### src/rtl/decode_stage.sv
// RV32I decode stage: one instruction per cycle from fetch into a single output register toward execute.
// Optional RAW scoreboard/stall logic is compiled in with `define DECODE_SCOREBOARD_EN.
module decode_stage #(
  parameter int XLEN = 32
) (
  input  logic            i_CLK,
  input  logic            i_RSTn,
  input  logic            i_INSTR_VALID,
  output logic            o_INSTR_READY,
  input  logic [31:0]     i_INSTR,
  input  logic [XLEN-1:0] i_PC,
  output logic [4:0]      o_RS1_PTR,
  output logic [4:0]      o_RS2_PTR,
  input  logic [XLEN-1:0] i_RS1,
  input  logic [XLEN-1:0] i_RS2,
  input  logic            i_WB_WE,
  input  logic [4:0]      i_WB_RD_PTR,
  input  logic            i_FLUSH,
  output logic            o_EX_VALID,
  input  logic            i_EX_READY,
  output logic [XLEN-1:0] o_EX_PC,
  output logic [XLEN-1:0] o_EX_RS1,
  output logic [XLEN-1:0] o_EX_RS2,
  output logic [31:0]     o_EX_IMM,
  output logic [4:0]      o_EX_RD_PTR,
  output logic            o_EX_RD_WE,
  output logic [3:0]      o_EX_OPCLASS,
  output logic [2:0]      o_EX_FUNCT3,
  output logic            o_EX_FUNCT7B5,
  output logic            o_EX_ILLEGAL
);
  localparam logic [6:0] OPC_LUI      = 7'b0110111;
  localparam logic [6:0] OPC_AUIPC    = 7'b0010111;
  localparam logic [6:0] OPC_JAL      = 7'b1101111;
  localparam logic [6:0] OPC_JALR     = 7'b1100111;
  localparam logic [6:0] OPC_BRANCH   = 7'b1100011;
  localparam logic [6:0] OPC_LOAD     = 7'b0000011;
  localparam logic [6:0] OPC_STORE    = 7'b0100011;
  localparam logic [6:0] OPC_OP_IMM   = 7'b0010011;
  localparam logic [6:0] OPC_OP       = 7'b0110011;
  localparam logic [6:0] OPC_MISC_MEM = 7'b0001111;
  localparam logic [6:0] OPC_SYSTEM   = 7'b1110011;

  // Handshake: a transfer happens on a cycle where valid and ready are both 1;
  // valid never waits on ready, and the output register holds stable while valid & !ready.
  logic accept, drain, hazard;

  logic [31:0] imm_i, imm_s, imm_b, imm_u, imm_j;
  logic [31:0] imm;
  logic [3:0]  opclass;
  logic        writes_rd, use_rs1, use_rs2;
  logic [4:0]  rd;

  logic            ex_valid_q, ex_valid_d;
  logic [XLEN-1:0] ex_pc_q, ex_pc_d, ex_rs1_q, ex_rs1_d, ex_rs2_q, ex_rs2_d;
  logic [31:0]     ex_imm_q, ex_imm_d;
  logic [4:0]      ex_rd_q, ex_rd_d;
  logic            ex_rd_we_q, ex_rd_we_d;
  logic [3:0]      ex_opclass_q, ex_opclass_d;
  logic [2:0]      ex_funct3_q, ex_funct3_d;
  logic            ex_funct7b5_q, ex_funct7b5_d;
  logic            ex_illegal_q, ex_illegal_d;

  assign o_RS1_PTR = i_INSTR[19:15];
  assign o_RS2_PTR = i_INSTR[24:20];
  assign rd        = i_INSTR[11:7];

  assign imm_i = {{20{i_INSTR[31]}}, i_INSTR[31:20]};
  assign imm_s = {{20{i_INSTR[31]}}, i_INSTR[31:25], i_INSTR[11:7]};
  assign imm_b = {{19{i_INSTR[31]}}, i_INSTR[31], i_INSTR[7], i_INSTR[30:25], i_INSTR[11:8], 1'b0};
  assign imm_u = {i_INSTR[31:12], 12'h000};
  assign imm_j = {{11{i_INSTR[31]}}, i_INSTR[31], i_INSTR[19:12], i_INSTR[20], i_INSTR[30:21], 1'b0};

  always_comb begin
    opclass   = 4'd15;
    imm       = '0;
    writes_rd = 1'b0;
    use_rs1   = 1'b0;
    use_rs2   = 1'b0;
    case (i_INSTR[6:0])
      OPC_LUI:      begin opclass = 4'd0;  imm = imm_u; writes_rd = 1'b1; end
      OPC_AUIPC:    begin opclass = 4'd1;  imm = imm_u; writes_rd = 1'b1; end
      OPC_JAL:      begin opclass = 4'd2;  imm = imm_j; writes_rd = 1'b1; end
      OPC_JALR:     begin opclass = 4'd3;  imm = imm_i; writes_rd = 1'b1; use_rs1 = 1'b1; end
      OPC_BRANCH:   begin opclass = 4'd4;  imm = imm_b; use_rs1 = 1'b1; use_rs2 = 1'b1; end
      OPC_LOAD:     begin opclass = 4'd5;  imm = imm_i; writes_rd = 1'b1; use_rs1 = 1'b1; end
      OPC_STORE:    begin opclass = 4'd6;  imm = imm_s; use_rs1 = 1'b1; use_rs2 = 1'b1; end
      OPC_OP_IMM:   begin opclass = 4'd7;  imm = imm_i; writes_rd = 1'b1; use_rs1 = 1'b1; end
      OPC_OP:       begin opclass = 4'd8;  writes_rd = 1'b1; use_rs1 = 1'b1; use_rs2 = 1'b1; end
      OPC_MISC_MEM: begin opclass = 4'd9;  imm = imm_i; end
      OPC_SYSTEM:   begin opclass = 4'd10; imm = imm_i; end
      default:      ;
    endcase
  end

  // Ready is forced low while reset is asserted so fetch never sees a phantom accept.
  assign o_INSTR_READY = i_RSTn & (~ex_valid_q | i_EX_READY) & ~hazard & ~i_FLUSH;
  assign accept        = i_INSTR_VALID & o_INSTR_READY;
  assign drain         = ex_valid_q & i_EX_READY;

`ifdef DECODE_SCOREBOARD_EN
  logic [31:0] busy_q, busy_d;
  logic        haz_rs1, haz_rs2;

  // A same-cycle writeback to a busy source bypasses through the regfile; the output register never does.
  always_comb begin
    haz_rs1 = use_rs1 && (o_RS1_PTR != 5'd0) &&
              ((busy_q[o_RS1_PTR] && !(i_WB_WE && (i_WB_RD_PTR == o_RS1_PTR))) ||
               (ex_valid_q && ex_rd_we_q && (ex_rd_q == o_RS1_PTR)));
    haz_rs2 = use_rs2 && (o_RS2_PTR != 5'd0) &&
              ((busy_q[o_RS2_PTR] && !(i_WB_WE && (i_WB_RD_PTR == o_RS2_PTR))) ||
               (ex_valid_q && ex_rd_we_q && (ex_rd_q == o_RS2_PTR)));
    hazard  = haz_rs1 | haz_rs2;
  end

  always_comb begin
    busy_d = busy_q;
    if (i_WB_WE && (i_WB_RD_PTR != 5'd0)) busy_d[i_WB_RD_PTR] = 1'b0;
    if (drain && ex_rd_we_q && !i_FLUSH)   busy_d[ex_rd_q]     = 1'b1;
    busy_d[0] = 1'b0;
  end

  always_ff @(posedge i_CLK or negedge i_RSTn) begin
    if (!i_RSTn) busy_q <= '0;
    else         busy_q <= busy_d;
  end
`else
  logic unused_sb;
  assign hazard    = 1'b0;
  assign unused_sb = ^{i_WB_WE, i_WB_RD_PTR, use_rs1, use_rs2};
`endif

  always_comb begin
    ex_valid_d    = ex_valid_q;
    ex_pc_d       = ex_pc_q;
    ex_rs1_d      = ex_rs1_q;
    ex_rs2_d      = ex_rs2_q;
    ex_imm_d      = ex_imm_q;
    ex_rd_d       = ex_rd_q;
    ex_rd_we_d    = ex_rd_we_q;
    ex_opclass_d  = ex_opclass_q;
    ex_funct3_d   = ex_funct3_q;
    ex_funct7b5_d = ex_funct7b5_q;
    ex_illegal_d  = ex_illegal_q;
    if (accept) begin
      ex_valid_d    = 1'b1;
      ex_pc_d       = i_PC;
      ex_rs1_d      = i_RS1;
      ex_rs2_d      = i_RS2;
      ex_imm_d      = imm;
      ex_rd_d       = rd;
      ex_rd_we_d    = writes_rd && (rd != 5'd0);
      ex_opclass_d  = opclass;
      ex_funct3_d   = i_INSTR[14:12];
      ex_funct7b5_d = i_INSTR[30];
      ex_illegal_d  = (opclass == 4'd15);
    end else if (drain || i_FLUSH) begin
      ex_valid_d = 1'b0;
    end
  end

  always_ff @(posedge i_CLK or negedge i_RSTn) begin
    if (!i_RSTn) begin
      ex_valid_q    <= 1'b0;
      ex_pc_q       <= '0;
      ex_rs1_q      <= '0;
      ex_rs2_q      <= '0;
      ex_imm_q      <= '0;
      ex_rd_q       <= '0;
      ex_rd_we_q    <= 1'b0;
      ex_opclass_q  <= '0;
      ex_funct3_q   <= '0;
      ex_funct7b5_q <= 1'b0;
      ex_illegal_q  <= 1'b0;
    end else begin
      ex_valid_q    <= ex_valid_d;
      ex_pc_q       <= ex_pc_d;
      ex_rs1_q      <= ex_rs1_d;
      ex_rs2_q      <= ex_rs2_d;
      ex_imm_q      <= ex_imm_d;
      ex_rd_q       <= ex_rd_d;
      ex_rd_we_q    <= ex_rd_we_d;
      ex_opclass_q  <= ex_opclass_d;
      ex_funct3_q   <= ex_funct3_d;
      ex_funct7b5_q <= ex_funct7b5_d;
      ex_illegal_q  <= ex_illegal_d;
    end
  end

  assign o_EX_VALID    = ex_valid_q;
  assign o_EX_PC       = ex_pc_q;
  assign o_EX_RS1      = ex_rs1_q;
  assign o_EX_RS2      = ex_rs2_q;
  assign o_EX_IMM      = ex_imm_q;
  assign o_EX_RD_PTR   = ex_rd_q;
  assign o_EX_RD_WE    = ex_rd_we_q;
  assign o_EX_OPCLASS  = ex_opclass_q;
  assign o_EX_FUNCT3   = ex_funct3_q;
  assign o_EX_FUNCT7B5 = ex_funct7b5_q;
  assign o_EX_ILLEGAL  = ex_illegal_q;
endmodule

### config.mk
export PLATFORM = sky130hd
export DESIGN_NAME = decode_stage
export DESIGN_NICKNAME = d
export VERILOG_FILES = /design/src/rtl/decode_stage.sv
export SDC_FILE = /design/constraint.sdc
export NUM_CORES = 1
export LEC_CHECK = 0
export ABC_CLOCK_PERIOD_IN_PS = 2350
export CAP_MARGIN = 5
export CORE_MARGIN = 8
export CORE_UTILIZATION = 41
export CTS_CLUSTER_SIZE = 14
export DETAILED_ROUTE_END_ITERATION = 12
export PLACE_DENSITY = 0.81
export SETUP_SLACK_MARGIN = 0.05
export SYNTH_ARGS = -nofsm -noshare
export SYNTH_HDL_FRONTEND = slang
export SYNTH_SLANG_ARGS = --single-unit
### constraint.sdc
create_clock -name i_CLK -period 2.35 [get_ports i_CLK]
set_clock_uncertainty 0.2 [all_clocks]
set_input_delay 0.47 -clock i_CLK [delete_from_list [all_inputs] [get_ports i_CLK]]
set_output_delay 0.47 -clock i_CLK [all_outputs]
set_load 0.03 [all_outputs]
==> impl_summary.log <==
INFO  metric result_of_the_run = finished with violations
INFO  metric floorplan.io_pins = 294
INFO  metric synth_top_flop_cell = dfrtp_1
INFO  metric tritoncts_clock_tree = yes
INFO  metric design_power_total = 7.915 mW
INFO  metric die_h = 138.5 um
INFO  metric grt_overflow = 0
INFO  metric dr.pass1.iters = 4
INFO  metric num_rows = 44
INFO  metric failed_checks = negative hold slack
INFO  metric slew_viol_final = 0
INFO  metric mostFrequentLayoutCell = nand2_1
INFO  metric detail_route.drc_violations = 0
INFO  metric cell_variety_after_synth = 54
INFO  metric route.detailed.vias_per_inst = approximately 5
INFO  metric areaGrowthSynthToFinish = 62.42%
INFO  metric drt_wl_total = 20.35 mm
INFO  metric clock_sinks = 144
INFO  metric finalNetCount = about 1100
INFO  metric postSynth.asyncResetShare = 100.0%
INFO  metric timing.critical_path.arrival = 2.37 ns
INFO  metric cts_max_path_buffers = 2
INFO  metric post_cts_hold_buffer_count = 0
INFO  metric drv_cap = 0
INFO  metric max_freq = 0.4373 GHz
INFO  metric fp.dieW = 138.5 um
INFO  metric min-delay-path-class = in -> async
INFO  metric criticalPathCategory = in -> reg
INFO  metric dp.final_hpwl = 15.03 mm
INFO  metric synth.top_cell.area_share = 58.57%
INFO  metric highest_count_cells_in_the_layout_ignoring_fill_and_taps = nand2_1, clkdlybuf4s50_1, dfrtp_1
INFO  metric ys_seq_area_share = 58.57%
INFO  metric slew_headroom = 49.97%
INFO  metric largest_fanout_of_any_net_on_the_critical_path = 9
INFO  metric clock_transition_at_the_register_clock_pins_on_the_worst_setup_and_hold_paths_after_cts = about 0.060 ns
INFO  metric finish.utilization = 68.49%
INFO  metric unrepaired_setup_endpoints_after_global_routing = true
INFO  metric grt_start_max_net_pins = 145
INFO  metric cp-start-kind = primary input
INFO  metric final-hold-violation-count = 14
INFO  metric routed_wire_length_per_instance = 17.65 um
INFO  metric antenna_found_initial = 0
INFO  metric number_of_global_route_vias_before_repair = 5873
INFO  metric period_share = approximately 100%
INFO  metric kind_of_end_point_of_the_critical_path = flip-flop
INFO  metric initial_core_util = between 40 and 50%
INFO  metric netlist_instances = 660
INFO  metric timing.critical_path.required = 2.44 ns
INFO  metric drt_first_iter_violations = 327
INFO  metric ys_ff_latch = between 100 and 150
INFO  metric place_congestion = roughly 0.87
INFO  metric ant_nets = 0
INFO  metric buffer_ports.inserted = 287
INFO  metric static-leakage-power = 4.706 nW
INFO  metric cts.htree.levels = 4
INFO  metric fp.dieArea = 19180 sq um
INFO  metric timing_worst_slew_pin_value = 0.7505 ns
INFO  metric grt_pass1_wl = 32.50 mm
INFO  metric routed-via-count = between 5000 and 6000
INFO  metric cts_root_buffer = clkbuf_16
INFO  metric pwr_density_cell = slightly below 800 nW/um^2
INFO  metric grt_usage = a little over a fifth
INFO  metric synth-edff-count = 0
INFO  metric synthDominantAreaCellType = dfrtp_1
INFO  metric holdWs = -0.01943 ns
INFO  metric coreArea = 14590 sq um
INFO  metric finalCriticalPeriod = 2.287 ns
INFO  metric synth.top_cells.by_area = dfrtp_1, nand2_1, a221o_1
INFO  metric netlist_area = 6152 sq um
INFO  metric synthesis.nets = roughly 800
INFO  metric max-vdd-ir-drop = between 0.0007 and 0.0008 V
INFO  metric num_antenna_cells = 0
INFO  metric tritoncts.num_buffers = 17
INFO  metric final-setup-viol-count = 0
INFO  metric worstSkewPairLatency = 0.41 ns
INFO  metric share_of_layout_cells_above_drive_strength_1 = 9.598%
INFO  metric post_synth.cell_area_avg = ~9.3 sq um
INFO  metric ys_warn_count = 0
==> worst max-delay path, stage by stage <==
cell and delay [ns]:
clkdlybuf4s50_1 0.58, buf_4 0.21, buf_4 0.15, nor3b_1 0.06, o21ai_0 0.30, a211oi_2 0.12, buf_4 0.17, a221o_1 0.31
==> registers in the layout (all words and copies together) (netlist names) <==
register and cells:
o_EX_RS2 32, o_EX_VALID 1, o_EX_FUNCT3 3, o_EX_FUNCT7B5 1, o_EX_IMM 32, o_EX_RD_PTR 5
o_EX_OPCLASS 4, o_EX_PC 32, o_EX_RD_WE 1, o_EX_RS1 32, o_EX_ILLEGAL 1
==> power by group <==
part	leakage [nW]	total (mW)	switching, mW	internal, mW
clock	0.276	2.58	0.953	1.63
sequential	1.82	3.00	0.177	2.82
combinational	2.61	2.33	1.33	0.999
total	4.71	7.92	2.46	5.45
==> metal layers <==
layer / part of all wire (%) / global-route usage [%] / vias to the layer above
met5: 0 / 0 / -
met4: 1.7 / 7.094 / 0
met3: 8.5 / 7.705 / 20
met2: 51 / 35.37 / 208
met1: 39 / 24.54 / 2805
li1: - / - / 2749
==> worst paths after layout <==
check | startpoint | to | slack, ns | depth (start not counted)
setup / recovery | i_INSTR[3] | o_EX_IMM[3] | 0.06 | 8
hold / removal | i_RSTn | o_EX_RS2[24] | -0.02 | 2
setup reg to reg | o_EX_VALID | o_EX_IMM[11] | 0.40 | 6
hold reg to reg | o_EX_RS1[6] | o_EX_RS1[6] | 0.27 | 2
max in group asynchronous | i_RSTn | o_EX_IMM[15] | 1.42 | 2
min in group i_CLK | o_EX_RS1[6] | o_EX_RS1[6] | 0.27 | 2
==> layout make-up <==
type | count | area (sq um)
fillers | 1071 | 4597
clock inverters | 6 | 82.58
flip-flops and latches | 144 | 3603
repair buffers | 332 | 3291
clock buffers | 24 | 481.7
well taps | 184 | 230.2
multi-input cells | 461 | 2296
inverters | 2 | 7.507
==> cell usage after synthesis (2+ instances only) <==
master,count
nand2_1,327
dfrtp_1,144
clkbuf_1,18
o211ai_1,18
buf_2,16
a221o_1,15
a22o_1,14
buf_4,11
nor2_1,10
and3_1,9
o21ai_0,8
a21oi_1,7
buf_1,6
nand2b_1,4
nand3_1,4
nor3_1,3
nor3b_1,3
and2_1,2
and3b_1,2
buf_6,2
inv_1,2
nor2b_1,2
nor3_2,2
==> timing repair <==
| item | in CTS | in global routing |
|---|---|---|
| pin swaps | 0 | 1 |
| setup endpoints to repair | 13 | 16 |
| gates resized for setup | 6 | 2 |
| buffers inserted | 0 | 1 |
==> cells by family after synthesis <==
family	count (synthesis)	synth area share (%)
flip-flops	144	58.57
XOR/XNOR	1	0.1424
multiplexers	1	0.1830
buffers and inverters	55	4.596
AND/OR/NAND/NOR	380	25.54
AO/OA/AOI/OAI	79	10.96
==> through the flow <==
step	setup slack, ns	area (sq um)	cells	TNS, ns
after CTS	0.1079	9976	1152	0
after floorplan	0.3594	6152	660	0
after global routing	0.01647	9992	1153	0
after detailed placement	-0.3726	9409	1122	-8.159
after global placement	-0.3043	9409	1122	-6.615
final	0.06330	9992	1153	0
(Power assumes the default switching activity.)
